==> src/rtl/mem_bus_ctrl_pkg.sv <==
// mem_bus_ctrl_pkg: shared widths, FSM state encoding and address translation helper.
package mem_bus_ctrl_pkg;
    localparam int VA_W     = 16;
    localparam int PT_IDX_W = 5;
    localparam int PT_N     = 1 << PT_IDX_W;
    localparam int OFF_W    = VA_W - PT_IDX_W;
    localparam int PT_W     = 7;
    localparam int PA_W     = PT_W + OFF_W;
    localparam int DATA_W   = 8;
    typedef enum logic [2:0] {IDLE, XLATE, STROBE, WAITRDY, DONE} state_t;
    function automatic logic [PA_W-1:0] xlate(input logic [PT_W-1:0] page, input logic [OFF_W-1:0] off);
        return {page, off};
    endfunction
endpackage

==> src/rtl/mem_bus_ctrl_if.sv <==
// mem_bus_ctrl_if: CPU, page-table and memory bus signals of the controller.
//   master: CPU/memory side (drives requests, page-table writes, memory read data/ready)
//   slave : controller side (drives completion, read data, physical address and strobes)
interface mem_bus_ctrl_if;
    import mem_bus_ctrl_pkg::*;
    logic              cpu_req;
    logic              cpu_we;
    logic [VA_W-1:0]   cpu_addr;
    logic [DATA_W-1:0] cpu_wdata;
    logic              cpu_busy;
    logic              cpu_done;
    logic [DATA_W-1:0] cpu_rdata;
    logic              cpu_fault;
    logic              pt_we;
    logic [PT_IDX_W-1:0] pt_index;
    logic [PT_W-1:0]   pt_data;
    logic [PA_W-1:0]   mem_addr;
    logic [DATA_W-1:0] mem_dout;
    logic              mem_oe;
    logic              mem_rd;
    logic              mem_wr;
    logic [DATA_W-1:0] mem_din;
    logic              mem_ready;
    modport master (
        output cpu_req, cpu_we, cpu_addr, cpu_wdata, pt_we, pt_index, pt_data, mem_din, mem_ready,
        input  cpu_busy, cpu_done, cpu_rdata, cpu_fault, mem_addr, mem_dout, mem_oe, mem_rd, mem_wr
    );
    modport slave (
        input  cpu_req, cpu_we, cpu_addr, cpu_wdata, pt_we, pt_index, pt_data, mem_din, mem_ready,
        output cpu_busy, cpu_done, cpu_rdata, cpu_fault, mem_addr, mem_dout, mem_oe, mem_rd, mem_wr
    );
endinterface

==> src/rtl/mem_bus_ctrl_page_table.sv <==
// page_table: 32 x 7-bit page table, one synchronous write port, one asynchronous read port.
//   clock, reset (sync, active-low: loads identity map), we/wr_index/wr_data write port,
//   rd_index/rd_data read port (returns the pre-write value in the cycle of a write).
module page_table
    import mem_bus_ctrl_pkg::*;
(
    input  logic                clock,
    input  logic                reset,
    input  logic                we,
    input  logic [PT_IDX_W-1:0] wr_index,
    input  logic [PT_W-1:0]     wr_data,
    input  logic [PT_IDX_W-1:0] rd_index,
    output logic [PT_W-1:0]     rd_data
);
    logic [PT_W-1:0] pt [PT_N];
    always_ff @(posedge clock)
        if (!reset)
            for (int i = 0; i < PT_N; i++) pt[i] <= PT_W'(i);
        else if (we)
            pt[wr_index] <= wr_data;
    assign rd_data = pt[rd_index];
endmodule

==> src/rtl/mem_bus_ctrl.sv <==
// mem_bus_ctrl: CPU-to-memory bus controller with page-table address translation,
// fixed strobe wait states, ready wait with timeout and a one-cycle completion pulse.
//   clock, reset (sync, active-low), bus (mem_bus_ctrl_if.slave: CPU request/completion,
//   page-table write port, physical memory address/data/strobes/ready).
module mem_bus_ctrl
    import mem_bus_ctrl_pkg::*;
#(
    parameter int WAIT_STATES = 1,
    parameter int TIMEOUT     = 255
)
(
    input  logic         clock,
    input  logic         reset,
    mem_bus_ctrl_if.slave bus
);
    state_t            state, state_n;
    logic [7:0]        cnt;
    logic              we_q;
    logic [VA_W-1:0]   addr_q;
    logic [DATA_W-1:0] wdata_q;
    logic [DATA_W-1:0] rdata_q;
    logic              fault_q;
    logic [PA_W-1:0]   pa_q;
    logic [PT_W-1:0]   page;
    logic              strobe;
    logic              last_strobe;
    logic              timed_out;

    page_table u_pt (
        .clock    (clock),
        .reset    (reset),
        .we       (bus.pt_we),
        .wr_index (bus.pt_index),
        .wr_data  (bus.pt_data),
        .rd_index (addr_q[VA_W-1:OFF_W]),
        .rd_data  (page)
    );

    // cnt restarts on every state change, so it counts cycles spent in the current state
    assign last_strobe = cnt == 8'(WAIT_STATES - 1);
    assign timed_out   = cnt == 8'(TIMEOUT - 1);

    always_ff @(posedge clock)
        if (!reset)
            state <= IDLE;
        else
            state <= state_n;

    always_comb begin
        state_n = state;
        strobe  = 1'b0;
        case (state)
            IDLE:    state_n = bus.cpu_req ? XLATE : IDLE;
            XLATE:   state_n = WAIT_STATES == 0 ? WAITRDY : STROBE;
            STROBE: begin
                strobe  = 1'b1;
                state_n = last_strobe ? WAITRDY : STROBE;
            end
            WAITRDY: begin
                strobe  = 1'b1;
                state_n = (bus.mem_ready || timed_out) ? DONE : WAITRDY;
            end
            DONE:    state_n = IDLE;
            default: state_n = IDLE;
        endcase
    end

    always_ff @(posedge clock)
        if (!reset) begin
            cnt     <= '0;
            we_q    <= 1'b0;
            addr_q  <= '0;
            wdata_q <= '0;
            rdata_q <= '0;
            fault_q <= 1'b0;
            pa_q    <= '0;
        end else begin
            cnt <= state_n == state ? cnt + 8'd1 : 8'd0;
            if (state == IDLE && bus.cpu_req) begin
                we_q    <= bus.cpu_we;
                addr_q  <= bus.cpu_addr;
                wdata_q <= bus.cpu_wdata;
                fault_q <= 1'b0;
            end
            if (state == XLATE)
                pa_q <= xlate(page, addr_q[OFF_W-1:0]);
            // a ready seen on the final allowed cycle still completes normally
            if (state == WAITRDY) begin
                if (bus.mem_ready) begin
                    if (!we_q) rdata_q <= bus.mem_din;
                end else if (timed_out) begin
                    fault_q <= 1'b1;
                    if (!we_q) rdata_q <= '1;
                end
            end
        end

    assign bus.cpu_busy  = state != IDLE;
    assign bus.cpu_done  = state == DONE;
    assign bus.cpu_fault = state == DONE && fault_q;
    assign bus.cpu_rdata = rdata_q;
    assign bus.mem_addr  = pa_q;
    assign bus.mem_dout  = wdata_q;
    assign bus.mem_rd    = strobe && !we_q;
    assign bus.mem_wr    = strobe && we_q;
    assign bus.mem_oe    = strobe && we_q;
endmodule

==> src/flat_wrapper.sv <==
// flat-port wrapper written by rule: the top's interface ports become plain ports
module mem_bus_ctrl_flat import mem_bus_ctrl_pkg::*;
#(
    parameter int WAIT_STATES = 1,
    parameter int TIMEOUT     = 255
)
  (clock, reset, bus_cpu_req, bus_cpu_we, bus_cpu_addr, bus_cpu_wdata, bus_pt_we, bus_pt_index, bus_pt_data, bus_mem_din, bus_mem_ready, bus_cpu_busy, bus_cpu_done, bus_cpu_rdata, bus_cpu_fault, bus_mem_addr, bus_mem_dout, bus_mem_oe, bus_mem_rd, bus_mem_wr);
  mem_bus_ctrl_if bus_i ();
  input  logic clock;
  input  logic reset;
  input wire logic [$bits(bus_i.cpu_req)-1:0] bus_cpu_req;
  input wire logic [$bits(bus_i.cpu_we)-1:0] bus_cpu_we;
  input wire logic [$bits(bus_i.cpu_addr)-1:0] bus_cpu_addr;
  input wire logic [$bits(bus_i.cpu_wdata)-1:0] bus_cpu_wdata;
  input wire logic [$bits(bus_i.pt_we)-1:0] bus_pt_we;
  input wire logic [$bits(bus_i.pt_index)-1:0] bus_pt_index;
  input wire logic [$bits(bus_i.pt_data)-1:0] bus_pt_data;
  input wire logic [$bits(bus_i.mem_din)-1:0] bus_mem_din;
  input wire logic [$bits(bus_i.mem_ready)-1:0] bus_mem_ready;
  output wire logic [$bits(bus_i.cpu_busy)-1:0] bus_cpu_busy;
  output wire logic [$bits(bus_i.cpu_done)-1:0] bus_cpu_done;
  output wire logic [$bits(bus_i.cpu_rdata)-1:0] bus_cpu_rdata;
  output wire logic [$bits(bus_i.cpu_fault)-1:0] bus_cpu_fault;
  output wire logic [$bits(bus_i.mem_addr)-1:0] bus_mem_addr;
  output wire logic [$bits(bus_i.mem_dout)-1:0] bus_mem_dout;
  output wire logic [$bits(bus_i.mem_oe)-1:0] bus_mem_oe;
  output wire logic [$bits(bus_i.mem_rd)-1:0] bus_mem_rd;
  output wire logic [$bits(bus_i.mem_wr)-1:0] bus_mem_wr;
  assign bus_i.cpu_req = bus_cpu_req;
  assign bus_i.cpu_we = bus_cpu_we;
  assign bus_i.cpu_addr = bus_cpu_addr;
  assign bus_i.cpu_wdata = bus_cpu_wdata;
  assign bus_i.pt_we = bus_pt_we;
  assign bus_i.pt_index = bus_pt_index;
  assign bus_i.pt_data = bus_pt_data;
  assign bus_i.mem_din = bus_mem_din;
  assign bus_i.mem_ready = bus_mem_ready;
  assign bus_cpu_busy = bus_i.cpu_busy;
  assign bus_cpu_done = bus_i.cpu_done;
  assign bus_cpu_rdata = bus_i.cpu_rdata;
  assign bus_cpu_fault = bus_i.cpu_fault;
  assign bus_mem_addr = bus_i.mem_addr;
  assign bus_mem_dout = bus_i.mem_dout;
  assign bus_mem_oe = bus_i.mem_oe;
  assign bus_mem_rd = bus_i.mem_rd;
  assign bus_mem_wr = bus_i.mem_wr;
  mem_bus_ctrl #(.WAIT_STATES(WAIT_STATES), .TIMEOUT(TIMEOUT)) u_core (.clock(clock), .reset(reset), .bus(bus_i));
endmodule
==> config.mk <==
export PLATFORM = sky130hd
export DESIGN_NAME = mem_bus_ctrl_flat
export DESIGN_NICKNAME = d
export VERILOG_FILES = /design/src/rtl/mem_bus_ctrl_pkg.sv /design/src/rtl/mem_bus_ctrl_if.sv /design/src/rtl/mem_bus_ctrl_page_table.sv /design/src/rtl/mem_bus_ctrl.sv /design/src/flat_wrapper.sv
export SDC_FILE = /design/constraint.sdc
export NUM_CORES = 1
export LEC_CHECK = 0
export ABC_AREA = 1
export BUFFER_PORTS_ARGS = -buffer_cell sky130_fd_sc_hd__buf_2
export CAP_MARGIN = 10
export CELL_PAD_IN_SITES_DETAIL_PLACEMENT = 1
export CELL_PAD_IN_SITES_GLOBAL_PLACEMENT = 2
export CORE_AREA = 5 5 148 292
export DETAILED_ROUTE_END_ITERATION = 10
export DIE_AREA = 0 0 153 297
export GPL_ROUTABILITY_DRIVEN = 0
export HOLD_SLACK_MARGIN = 0.05
export PLACE_DENSITY = 0.77
export SYNTH_ARGS = -nofsm -noshare
export SYNTH_HDL_FRONTEND = slang
export SYNTH_SLANG_ARGS = --single-unit
==> constraint.sdc <==
create_clock -name clock -period 3 [get_ports clock]
set_input_delay 0.9 -clock clock [delete_from_list [all_inputs] [get_ports clock]]
set_output_delay 0.9 -clock clock [all_outputs]
set_load 0.01 [all_outputs]
=== Yosys cells after proc, flatten, opt, wreduce, memory -nomap -nowiden ===
Memories as Yosys holds them, arrays and structs flattened. A register that Yosys moved wholly into a read port is not among the register bits.
Index checks and enable logic that the tools add are counted.

* Mux-type cells: 20
* Eq/ne operators: 6
* Add/subtract/negate cells: 1
* Reductions and logical operators: 15
* Bitwise logic cells: 1

{| class="wikitable"
|+ Operators by type and width
! cell !! number
|-
| 2-to-1 mux 8 bit || 4
|-
| 2-to-1 mux 1 bit || 12
|-
| case mux 3 bit (4 select lines) || 1
|-
| adder 8 x 1 -> 8 bit (second input constant) || 1
|-
| == test 8 bit (second input constant) || 1
|-
| zero test 8 bit || 1
|-
| 2-to-1 mux 7 bit || 1
|-
| OR reduction 7 bit || 1
|-
| == test 3 x 2 -> 1 bit (second input constant) || 2
|-
| 2-to-1 mux 5 bit || 1
|-
| logical AND 1 bit || 4
|-
| == test 3 x 1 -> 1 bit (second input constant) || 1
|-
| == test 3 bit || 1
|-
| == test 3 bit (second input constant) || 1
|-
| zero test 3 bit || 1
|-
| 2-to-1 mux 3 bit || 1
|-
| AND reduction 3 bit || 1
|-
| nonzero test 3 bit || 1
|-
| zero test 1 bit || 2
|-
| AND reduction 2 bit || 1
|-
| nonzero test 2 bit || 1
|-
| OR reduction 2 bit || 1
|-
| logical OR 1 bit || 1
|-
| inverter 1 bit || 1
|}

* Bits in writable memories: 224
* Logic and storage cells: 52
* Input bits: 50
* Memories kept: 1
* Bits in registers: 63
* Output and inout bits: 40

{| class="wikitable"
|+ Memories
! memory !! words !! bits a word !! rd ports !! clocked after Yosys merged registers in !! write ports !! RTL line !! source
|-
| u_core.u_pt.pt || 32 || 7 || 1 || 1 || 32 || mem_bus_ctrl_page_table.sv:15 || <nowiki>logic [PT_W-1:0] pt [PT_N];</nowiki>
|}

=== Logic depth before layout (Yosys ltp) ===
Gate-level depths: netlist (run 1).

* Depth after elaboration: 6
* Depth in mapped cells: 12
* Gate-level depth less buffers: 9

=== By module ===
Synthesis (run 1) repeated with hierarchy kept, for this count alone.

* Cells, all modules: 1,457
* Area total of the unflattened synthesis: 13,304.0 sq um

{| class="wikitable"
|+ By module, submodules not included
! module !! sequential area each (sq um) !! instances !! area an instance (sq um) !! cells an instance
|-
| page_table || 6,726.5 || 1 || 10,692.8 || 1,138
|-
| mem_bus_ctrl || 1,261.2 || 1 || 2,611.3 || 319
|}

=== Worst setup path after synthesis (run 1) ===
Ideal clock, no wire load.

* Path kind: input-to-reg
* Start: in reset
* End: mem u_core.u_pt.pt[14][0], enable pin
* Stages: 7
* Required time: 2.676 ns
* Buffers on the path: 1
* Setup time: 0.324 ns
* Slack: 0.815 ns
* Arrival: 1.861 ns
* Cell sequence: buf_2 nand2_1 nor3_1 inv_1 nor2_1 inv_1 nand2_1

{| class="wikitable"
|+ RTL lines
! element !! RTL line !! source
|-
| start: declaration || flat_wrapper.sv:10 || <nowiki>input logic reset;</nowiki>
|-
| end: declaration || mem_bus_ctrl_page_table.sv:15 ||
|}

=== Final worst setup path (run 1) ===
* Start: reg u_core.we_q
* End: out bus_mem_wr

* Longest elaborated chain between the ends: 1

{| class="wikitable"
|+ Ends and longest elaborated chain
! element !! RTL line !! source
|-
| start: declaration || mem_bus_ctrl.sv:18 || <nowiki>logic we_q;</nowiki>
|-
| start signal: assignment || mem_bus_ctrl.sv:80 || <nowiki>we_q <= bus.cpu_we;</nowiki>
|-
| logical AND 1 bit || mem_bus_ctrl.sv:105 || <nowiki>assign bus.mem_wr = strobe && we_q;</nowiki>
|-
| end: declaration || flat_wrapper.sv:28 || <nowiki>output wire logic [$bits(bus_i.mem_wr)-1:0] bus_mem_wr;</nowiki>
|}

Every way passes these cells.

==> run metrics, run 1 <==
drt pass-1 iters 4; Post-Syn Nets 1471; Area Overhead vs Synth 13.77%; initial antenna violation count 3; final WL 38.56 mm; Setup violations, final 0; WL/cell between 15 and 20 µm; Worst Setup Start Kind register; critical path capture point type output port; CTS tree yes; Fin Hold WS approximately 0.46 ns; fmax 0.3991 GHz; fin nets between 1500 and 2000; top post-synthesis cells by area edfxtp_1 52%, nand2_1 13%, dfxtp_1 9.8%; CTS Hold Bufs 0; first-pass GRT wire length between 50 and 60 mm; worst setup slack for register-to-register paths approximately 0.71 ns; CTS sink cnt approximately 290; core area 40730 µm²; largest net degree at the start of global routing between 100 and 150; initial drt markers approximately 510; Tcrit/Tclk final 83.52%; post-CTS setup buffers 0; die area roughly 45000 µm²; Remaining DRCs 0; # diodes 0; Primary FF master, synth edfxtp_1; Hold Vio Cnt, Final 0; worst endpoint data arrival time about 1.6 ns; origin of the worst min-delay path u_core.cnt[0]; Synth Cell Area roughly 13000 µm²; post-CTS sizing 0; CTS clock-pin slew for the worst setup and hold paths ~0.06 ns; dpl hpwl 25.88 mm; Worst R2R Start u_core.addr_q[11]; Slew Limit Fails 0; syn avg cell area between 9 and 10 µm²; Max Cap Violations 0; Slew @ Worst Pin about 0.84 ns; status finished clean; Hold Crit Depth 1; initial core utilization 31.63%; chip height around 300 µm; grt ovf 0; Crit Path Category register to output port; top-area cell type share of the netlist area between 50% and 60%; post-route setup TNS 0 ns; clk_skew about 0.024 ns; clock root cell clkbuf_16; critical-path maximum fanout 3; vias in the first global route 10459; standard-cell rows about 110; YS warnings 0; Leak 0.005702 µW; CP Data Required Time 2.10 ns; # port buffers 89; Synth Register Bits between 200 and 300; max_slew headroom a little over two fifths; Hold Path End u_core.cnt[0]; GRT Total Usage roughly 17%; ys async rst share 0%; die span in x about 150 µm; unrepaired setup endpoints after global routing false; R2R Path End u_core.bus.mem_addr[15]; PwrDens about 660 nW/µm²; Via Count 9837; Ports 90; register area share after synthesis between 60% and 70%; cell taking the most area after synthesis edfxtp_1; share of layout cells above drive strength 1 12.06%; Cells after Synth 1418; final std cells w/o fill between 2000 and 2500; vias per cell a little under 5; CTS H-tree lvls 1; ANT nets after route 0; CTS Buffer Depth 3; Tightest Hold Check Type register to register; cts bufs inserted 28; worst skew pair latency between 0.5 and 0.6 ns; synth unique cells 34; final worst path period need between 2 and 3 ns; r2r worst-path depth 9; post-layout util a little over a third; cell count after placement a little under 2000; Worst IR Drop VDD just over 500 µV; EDFF count, synth around 220
## flip-flops by register name, indices dropped and copies added, names as in the netlist
register              cells
u_core.u_pt.pt          224
u_core.bus.mem_addr      18
u_core.addr_q            16
u_core.bus.cpu_rdata      8
u_core.bus.mem_dout       8
u_core.cnt                8
u_core.state              3
u_core.fault_q            1
u_core.we_q               1
## cell usage after synthesis (2+ instances only)
master / count
inv_1: 66
o21ai_1: 8
nand2_1: 458
buf_6: 9
buf_4: 11
edfxtp_1: 224
a21oi_1: 42
buf_2: 24
dfxtp_1: 63
nand3_1: 189
ha_1: 3
nand3_2: 2
xor2_1: 3
inv_2: 8
nor3_1: 14
xnor2_1: 3
o21ai_0: 24
buf_1: 3
clkbuf_1: 39
nor2_1: 208
nor2_2: 4
## layer usage
layer	up-vias	part of all wire [%]	GRT usage [%]
li1	4757	-	-
met1	4853	42	20.84
met2	165	52	30.38
met3	60	3.3	2.038
met4	2	2.3	4.332
met5	-	0.018	0
## final cells by class
type | count | area [µm²]
Fill cell | 4773 | 26070
Tap cell | 535 | 669.4
Timing Repair Buffer | 110 | 628.1
Sequential cell | 287 | 7993
Inverter | 75 | 286.5
Clock inverter | 19 | 207.7
Multi-Input combinational cell | 969 | 4131
Clock buffer | 33 | 740.7
## worst max path at each step
stage | startpoint | slack (ns) | to | depth (start not counted)
final | u_core.we_q | 0.49 | bus_mem_wr | 3
after global routing | u_core.we_q | 0.36 | bus_mem_oe | 3
after CTS | u_core.we_q | 0.47 | bus_mem_oe | 3
after detailed placement | bus_pt_index[3] | 0.18 | u_core.u_pt.pt[27][6] | 7
after global placement | bus_pt_index[2] | 0.30 | u_core.u_pt.pt[3][0] | 6
after floorplan | reset | 0.82 | u_core.u_pt.pt[14][0] | 7
## per-stage QoR
step	worst slack, ns	power [µW]	instance area, µm²
6_report	0.4944	9663	14660
5_1_grt	0.3558	10080	14660
4_1_cts	0.4656	9778	14660
3_5_place_dp	0.1809	6112	13710
3_3_place_gp	0.3032	6065	13710
2_1_floorplan	0.8153	5612	12880
## worst max-delay path, cell delays in order, from the launching register on
cell     delay, ns
dfxtp_1       0.47
inv_1         0.09
nor3_1        0.29
buf_2         0.20
## placed cells by master (no fill, tap or decap), types with 3 or more instances in the layout
cell type | netlist | routed
nor3_1 | 14 | 14
inv_2 | 8 | 8
buf_2 | 24 | 89
xor2_1 | 3 | 3
ha_1 | 3 | 3
xnor2_1 | 3 | 3
nor2_1 | 208 | 208
inv_6 | 1 | 5
edfxtp_1 | 224 | 224
inv_1 | 66 | 65
clkinv_1 | 0 | 3
o21ai_0 | 24 | 24
bufinv_16 | 0 | 3
nand2_1 | 458 | 458
a21oi_1 | 42 | 42
clkbuf_1 | 39 | 4
o21ai_1 | 8 | 8
nand3_1 | 189 | 189
buf_4 | 11 | 19
nor2_2 | 4 | 4
clkinv_2 | 0 | 3
clkbuf_16 | 0 | 29
dfxtp_1 | 63 | 61
## cells by family (layout without fill, tap and decap cells)
| family | Yosys count | after routing | share of synthesized area, % |
|---|---|---|---|
| AOI/OAI and AO/OA | 76 | 76 | 2.992 |
| adders and majority gates | 3 | 3 | 0.2914 |
| xor gates and xnor gates | 6 | 6 | 0.4080 |
| buffers and inverters | 162 | 237 | 5.925 |
| DFF | 287 | 287 | 62.00 |
| and+or+nand+nor | 884 | 884 | 28.38 |
## power breakdown
part | switching (µW) | internal [µW]
registers | 131 | 4520
logic | 968 | 382
clock network | 1600 | 2060
total | 2700 | 6960
No activity file was read; power rests on OpenSTA's default activity.
==> run 2, diff against run 1 <==
- clock period: 3 -> 2.5 ns (I/O delays scaled with it)
==> run 2 against run 1 <==
Net effect:
- flip-flop and latch count is the same
- global-route usage decreased by 0.17 points
- core utilization increased by 1.1 points
- setup slack worse by 0.34 ns
- via count rose by 1.1%
- clock skew is 0.011 ns lower
- count of clock-buffer cells in the layout fell by 3
- sequential power is 20% higher
- largest cell class unchanged
- largest power group unchanged
==> run metrics, run 2 (synthesis gave the netlist of run 1 again) <==
status finished clean; # port buffers 89 (unchanged); fmax about 0.43 GHz; initial antenna violation count 2 (-1); CTS sink cnt 287 (unchanged); fin nets 1558 (+2.2%); max FFs per register 224 (unchanged); post-CTS sizing 0 (unchanged); CP Data Required Time 1.75 ns (-0.35 ns); Multi-input gate area 4131 µm² (unchanged); grt ovf 0 (unchanged); CTS tree yes; Worst Setup Start Kind register; worst endpoint data arrival time 1.59 ns (-0.02 ns); post-route setup TNS 0 ns (unchanged); ANT nets after route 0 (unchanged); most flop-heavy register u_core.u_pt.pt; FF+latch area 7993 µm² (unchanged); Slew Limit Fails 0 (unchanged); CTS Buffer Depth 3 (unchanged); internal power 8701 µW (+25%); final std cells w/o fill 2062 (+1.7%); Placement Cell Area 14090 µm² (+2.8%); GRT Total Usage 16.51% (-0.17 points); Sequential Power Share 46.7% (-1.5 points); Tcrit/Tclk final 93.70%; Worst IR Drop VDD 540.9 µV (+4.1%); Hold Crit Depth 3 (+2); Net Sw Power 3222 µW (+19%); Remaining DRCs 0 (unchanged); WL/cell 18.64 µm (-1.9%); max_slew headroom 58.37% (+15 points); dpl hpwl 25.76 mm (-0.45%); Leak 0.005938 µW (+4.1%); worst skew pair latency 0.56 ns (about the same); CTS H-tree lvls 1 (unchanged); vias per cell 4.824 (-0.55%); Setup violations, final 0 (unchanged); post-layout util 37.09% (+1.1 points); worst setup slack for register-to-register paths 0.62 ns (-0.09 ns); Crit Path Category register to output port; core area 40730 µm² (unchanged); PwrDens 789.4 nW/µm² (+20%); critical-path maximum fanout 5 (+2); clk_skew 0.01325 ns (-0.01070 ns); critical path capture point type output port; CTS Hold Bufs 0 (unchanged); post-CTS setup buffers 0 (unchanged); Hold Vio Cnt, Final 0 (unchanged); cell count after placement 2010 (+1.7%); clock root cell clkbuf_16; final worst path period need between 2 and 2.5 ns; Sw Share 27.02% (-0.90 points); first-pass GRT wire length 58.97 mm (-1.5%); initial drt markers 501 (-0.79%); standard-cell rows 105 (unchanged); Hold Path End u_core.bus.mem_dout[0]; final instance area 15100 µm² (+3.1%); Area Overhead vs Synth 17.25%; die area 45440 µm² (unchanged); drt pass-1 iters 5 (+1); commonest non-fill, non-tap cell in the layout nand2_1; # diodes 0 (unchanged); die span in x 153 µm (unchanged); initial core utilization 31.63% (unchanged); largest net degree at the start of global routing 113 (-0.88%); unrepaired setup endpoints after global routing false; Tightest Hold Check Type primary input to register; CTS clock-pin slew for the worst setup and hold paths 0.06 ns (about the same); R2R Path End u_core.bus.mem_addr[15]; final WL 38.44 mm (-0.29%); Filler Cell Count 4782 (+0.19%); Slew @ Worst Pin 0.6237 ns (-0.2185 ns); r2r worst-path depth 9 (unchanged); share of layout cells above drive strength 1 14.01% (+2.0 points); cts bufs inserted 28 (unchanged); Clk pwr share 39.0% (+1.1 points); commonest non-fill, non-tap cells in the layout 458 x nand2_1, 224 x edfxtp_1, 208 x nor2_1; chip height 297 µm (unchanged); vias in the first global route 10547 (+0.84%); Via Count 9947 (+1.1%); origin of the worst min-delay path bus_cpu_wdata[0]; Ports 90 (unchanged); Comb power frac 14.3% (+0.3 points); Max Cap Violations 0 (unchanged); Worst R2R Start u_core.addr_q[11]
## run 2: changes by cell type in the layout (fill, tap and decap cells not counted)
cell | before | now
buf_12 | 2 | 12
buf_4 | 19 | 43
bufinv_16 | 3 | 6
clkbuf_1 | 4 | 1
clkinv_1 | 3 | 6
clkinv_2 | 3 | 2
inv_6 | 5 | 3
## run 2: layout make-up
cell class	count	share of cell area, %
inverter	75	1.897
tap	535	4.432
clock inverter	22	1.897
clock buffer	30	4.829
multi-input combinational	969	27.35
sequential	287	52.92
timing repair buffer	144	6.677
## run 2: worst max-delay path by stage
stage	depth (start not counted)	startpoint	endpoint
3_3_place_gp	7	reset	u_core.u_pt.pt[24][6]
3_5_place_dp	7	reset	u_core.u_pt.pt[24][2]
2_1_floorplan	7	reset	u_core.u_pt.pt[14][0]
6_report	4	u_core.state[2]	bus_cpu_fault
4_1_cts	4	u_core.state[2]	bus_cpu_fault
5_1_grt	4	u_core.state[2]	bus_cpu_fault
## run 2: through the flow
stage / setup WS [ns] / hold slack [ns] / total power (µW)
6_report: 0.1575 / 0.4510 / 11920
4_1_cts: 0.09901 / 0.4178 / 12070
5_1_grt: 0.02501 / 0.4284 / 12450
2_1_floorplan: 0.4653 / 0.4297 / 6735
3_5_place_dp: 0.02149 / 0.4540 / 7404
3_3_place_gp: 0.08883 / 0.4459 / 7350
## run 2: power by group through the flow
stage | Sequential [µW] | Clock [µW] | Combinational (µW)
2_1_floorplan | 5640 | 0 | 1090
3_3_place_gp | 5660 | 0 | 1690
3_5_place_dp | 5670 | 0 | 1730
4_1_cts | 5570 | 4760 | 1740
5_1_grt | 5600 | 4960 | 1890
6_report | 5570 | 4660 | 1700
## run 2: routing by layer
| metal | part of all wire, % | vias up | global-route usage [%] |
|---|---|---|---|
| met5 | 0.034 | - | 0 |
| met4 | 2.4 | 2 | 4.629 |
| met3 | 3.5 | 63 | 1.922 |
| met2 | 53 | 184 | 30.86 |
| met1 | 41 | 4871 | 19.83 |
| li1 | - | 4827 | - |
## run 2: worst max-delay path, stage by stage, from the launching register on
cell and delay, ns:
dfxtp_1 0.45, inv_1 0.11, nor3_1 0.20, and2_1 0.15, buf_2 0.13
==> run 3, diff against run 2 <==
- MAX_ROUTING_LAYER: unset -> met4
==> run 3 against run 2 <==
Net effect:
- die area did not move
- final cell count about the same
- first-iteration DRC count is 0.80% lower
- critical endpoint unchanged
- count of clock-buffer cells in the layout is the same
- critical path depth unchanged
- largest power group unchanged
- clock skew hardly changed
- clock power barely moved
- wire length hardly changed
- via count about the same
- non-clock buffer count stayed put
- cell area about the same
- sequential share of layout area hardly changed
==> run metrics, run 3 (synthesis gave the netlist of run 1 again) <==
CTS Hold Bufs 0 (unchanged); cts bufs inserted 28 (unchanged); Filler Cell Count 4783 (+0.021%); largest net degree at the start of global routing 113 (unchanged); CTS H-tree lvls 1 (unchanged); Ports 90 (unchanged); drt pass-1 iters 5 (unchanged); Hold Path End u_core.bus.mem_dout[0]; PwrDens 788.4 nW/µm² (-0.12%); fin nets 1558 (unchanged); Max Cap Violations 0 (unchanged); Worst Setup Start Kind register; dpl hpwl 25.76 mm (unchanged); status finished clean; Hold Vio Cnt, Final 0 (unchanged); GRT Total Usage 16.98% (+0.47 points); ANT nets after route 0 (unchanged); Setup violations, final 0 (unchanged); Slew @ Worst Pin 0.6328 ns (+0.009107 ns); standard-cell rows 105 (unchanged); # port buffers 89 (unchanged); unrepaired setup endpoints after global routing false; Tot Pwr 11910 µW (-0.10%); clk_skew 0.01278 ns (-0.0004630 ns); worst skew pair latency 0.56 ns (about the same); clock root cell clkbuf_16; Slew Limit Fails 0 (unchanged); vias in the first global route 10544 (-0.028%); CTS tree yes; die span in x 153 µm (unchanged); CTS Buffer Depth 3 (unchanged); share of layout cells above drive strength 1 14.01% (unchanged); CP Data Required Time 1.75 ns (about the same); vias per cell 4.821 (about the same); initial drt markers 497 (-0.80%); final worst path period need 2.342 ns (-0.0003950 ns); Tcrit/Tclk final 93.68% (about the same); critical-path maximum fanout 5 (unchanged); Tightest Hold Check Type primary input to register; critical path capture point type output port; commonest non-fill, non-tap cells in the layout 458 x nand2_1, 224 x edfxtp_1, 208 x nor2_1; Leak 0.005938 µW (about the same); Worst R2R Start u_core.addr_q[11]; max FFs per register 224 (unchanged); r2r worst-path depth 9 (unchanged); Remaining DRCs 0 (unchanged); die area 45440 µm² (unchanged); max_slew headroom 57.77% (-0.61 points); final WL 38.44 mm (about the same); WL/cell 18.63 µm (about the same); commonest non-fill, non-tap cell in the layout nand2_1; post-CTS setup buffers 0 (unchanged); Via Count 9945 (-0.020%); first-pass GRT wire length 58.97 mm (about the same); chip height 297 µm (unchanged); origin of the worst min-delay path bus_cpu_wdata[0]; grt ovf 0 (unchanged); post-CTS sizing 0 (unchanged); fmax 0.4270 GHz (about the same); Hold Crit Depth 3 (unchanged); core area 40730 µm² (unchanged); worst setup slack for register-to-register paths 0.63 ns (about the same); CTS sink cnt 287 (unchanged); Area Overhead vs Synth 17.27% (about the same); Worst IR Drop VDD 536.6 µV (-0.79%); most flop-heavy register u_core.u_pt.pt; R2R Path End u_core.bus.mem_addr[13]; Crit Path Category register to output port; worst endpoint data arrival time 1.59 ns (about the same); initial core utilization 31.63% (unchanged); CP startpoint u_core.state[2]; CTS clock-pin slew for the worst setup and hold paths 0.06 ns (about the same); post-layout util 37.09% (about the same); post-route setup TNS 0 ns (unchanged); initial antenna violation count 2 (unchanged)
run 3: critical path, stage by stage (launching register included):
cell and delay, ns:
dfxtp_1 0.45, inv_1 0.11, nor3_1 0.20, and2_1 0.15, buf_2 0.13
run 3: worst max path at each step:
| stage | to | slack [ns] | cells past startpoint |
|---|---|---|---|
| finish | bus_cpu_fault | 0.16 | 4 |
| global route | bus_cpu_fault | 0.02 | 4 |
| CTS | bus_cpu_fault | 0.1 | 4 |
| detailed placement | u_core.u_pt.pt[24][2] | 0.02 | 7 |
| global placement | u_core.u_pt.pt[24][6] | 0.09 | 7 |
| floorplan | u_core.u_pt.pt[14][0] | 0.47 | 7 |
run 3: metal layers:
layer | up-vias | GRT usage (%) | wire length, µm
met2 | 186 | 30.83 | 20370
met4 | 0 | 4.629 | 962
met1 | 4856 | 19.86 | 15790
met3 | 66 | 1.878 | 1318
met5 | - | - | 0
li1 | 4837 | - | -
run 3: final cells by class:
type	count	area, µm²	share of cell area (%)
Tap cell	535	669.4	4.431
Multi-Input combinational cell	969	4131	27.35
Clock inverter	22	286.5	1.897
Inverter	75	286.5	1.897
Antenna cell	1	2.502	0.01656
Timing Repair Buffer	144	1008	6.676
Clock buffer	30	729.5	4.829
Sequential cell	287	7993	52.91
run 3: through the flow:
stage / hold WS (ns) / setup WS, ns / area (µm²) / cells
floorplan: 0.4297 / 0.4653 / 12880 / 1418
global route: 0.4284 / 0.02343 / 15110 / 2063
detailed placement: 0.4540 / 0.02149 / 14090 / 2010
global placement: 0.4459 / 0.08883 / 14090 / 2010
finish: 0.4505 / 0.1579 / 15110 / 2063
CTS: 0.4178 / 0.09901 / 15100 / 2062
run 3: where the power goes:
group          total, µW  switching (µW)  leakage, µW  internal, µW
clock               4640            1890     0.000489          2760
combinational       1700            1180      0.00276           516
sequential          5570             140      0.00269          5430
total              11900            3210      0.00594          8700
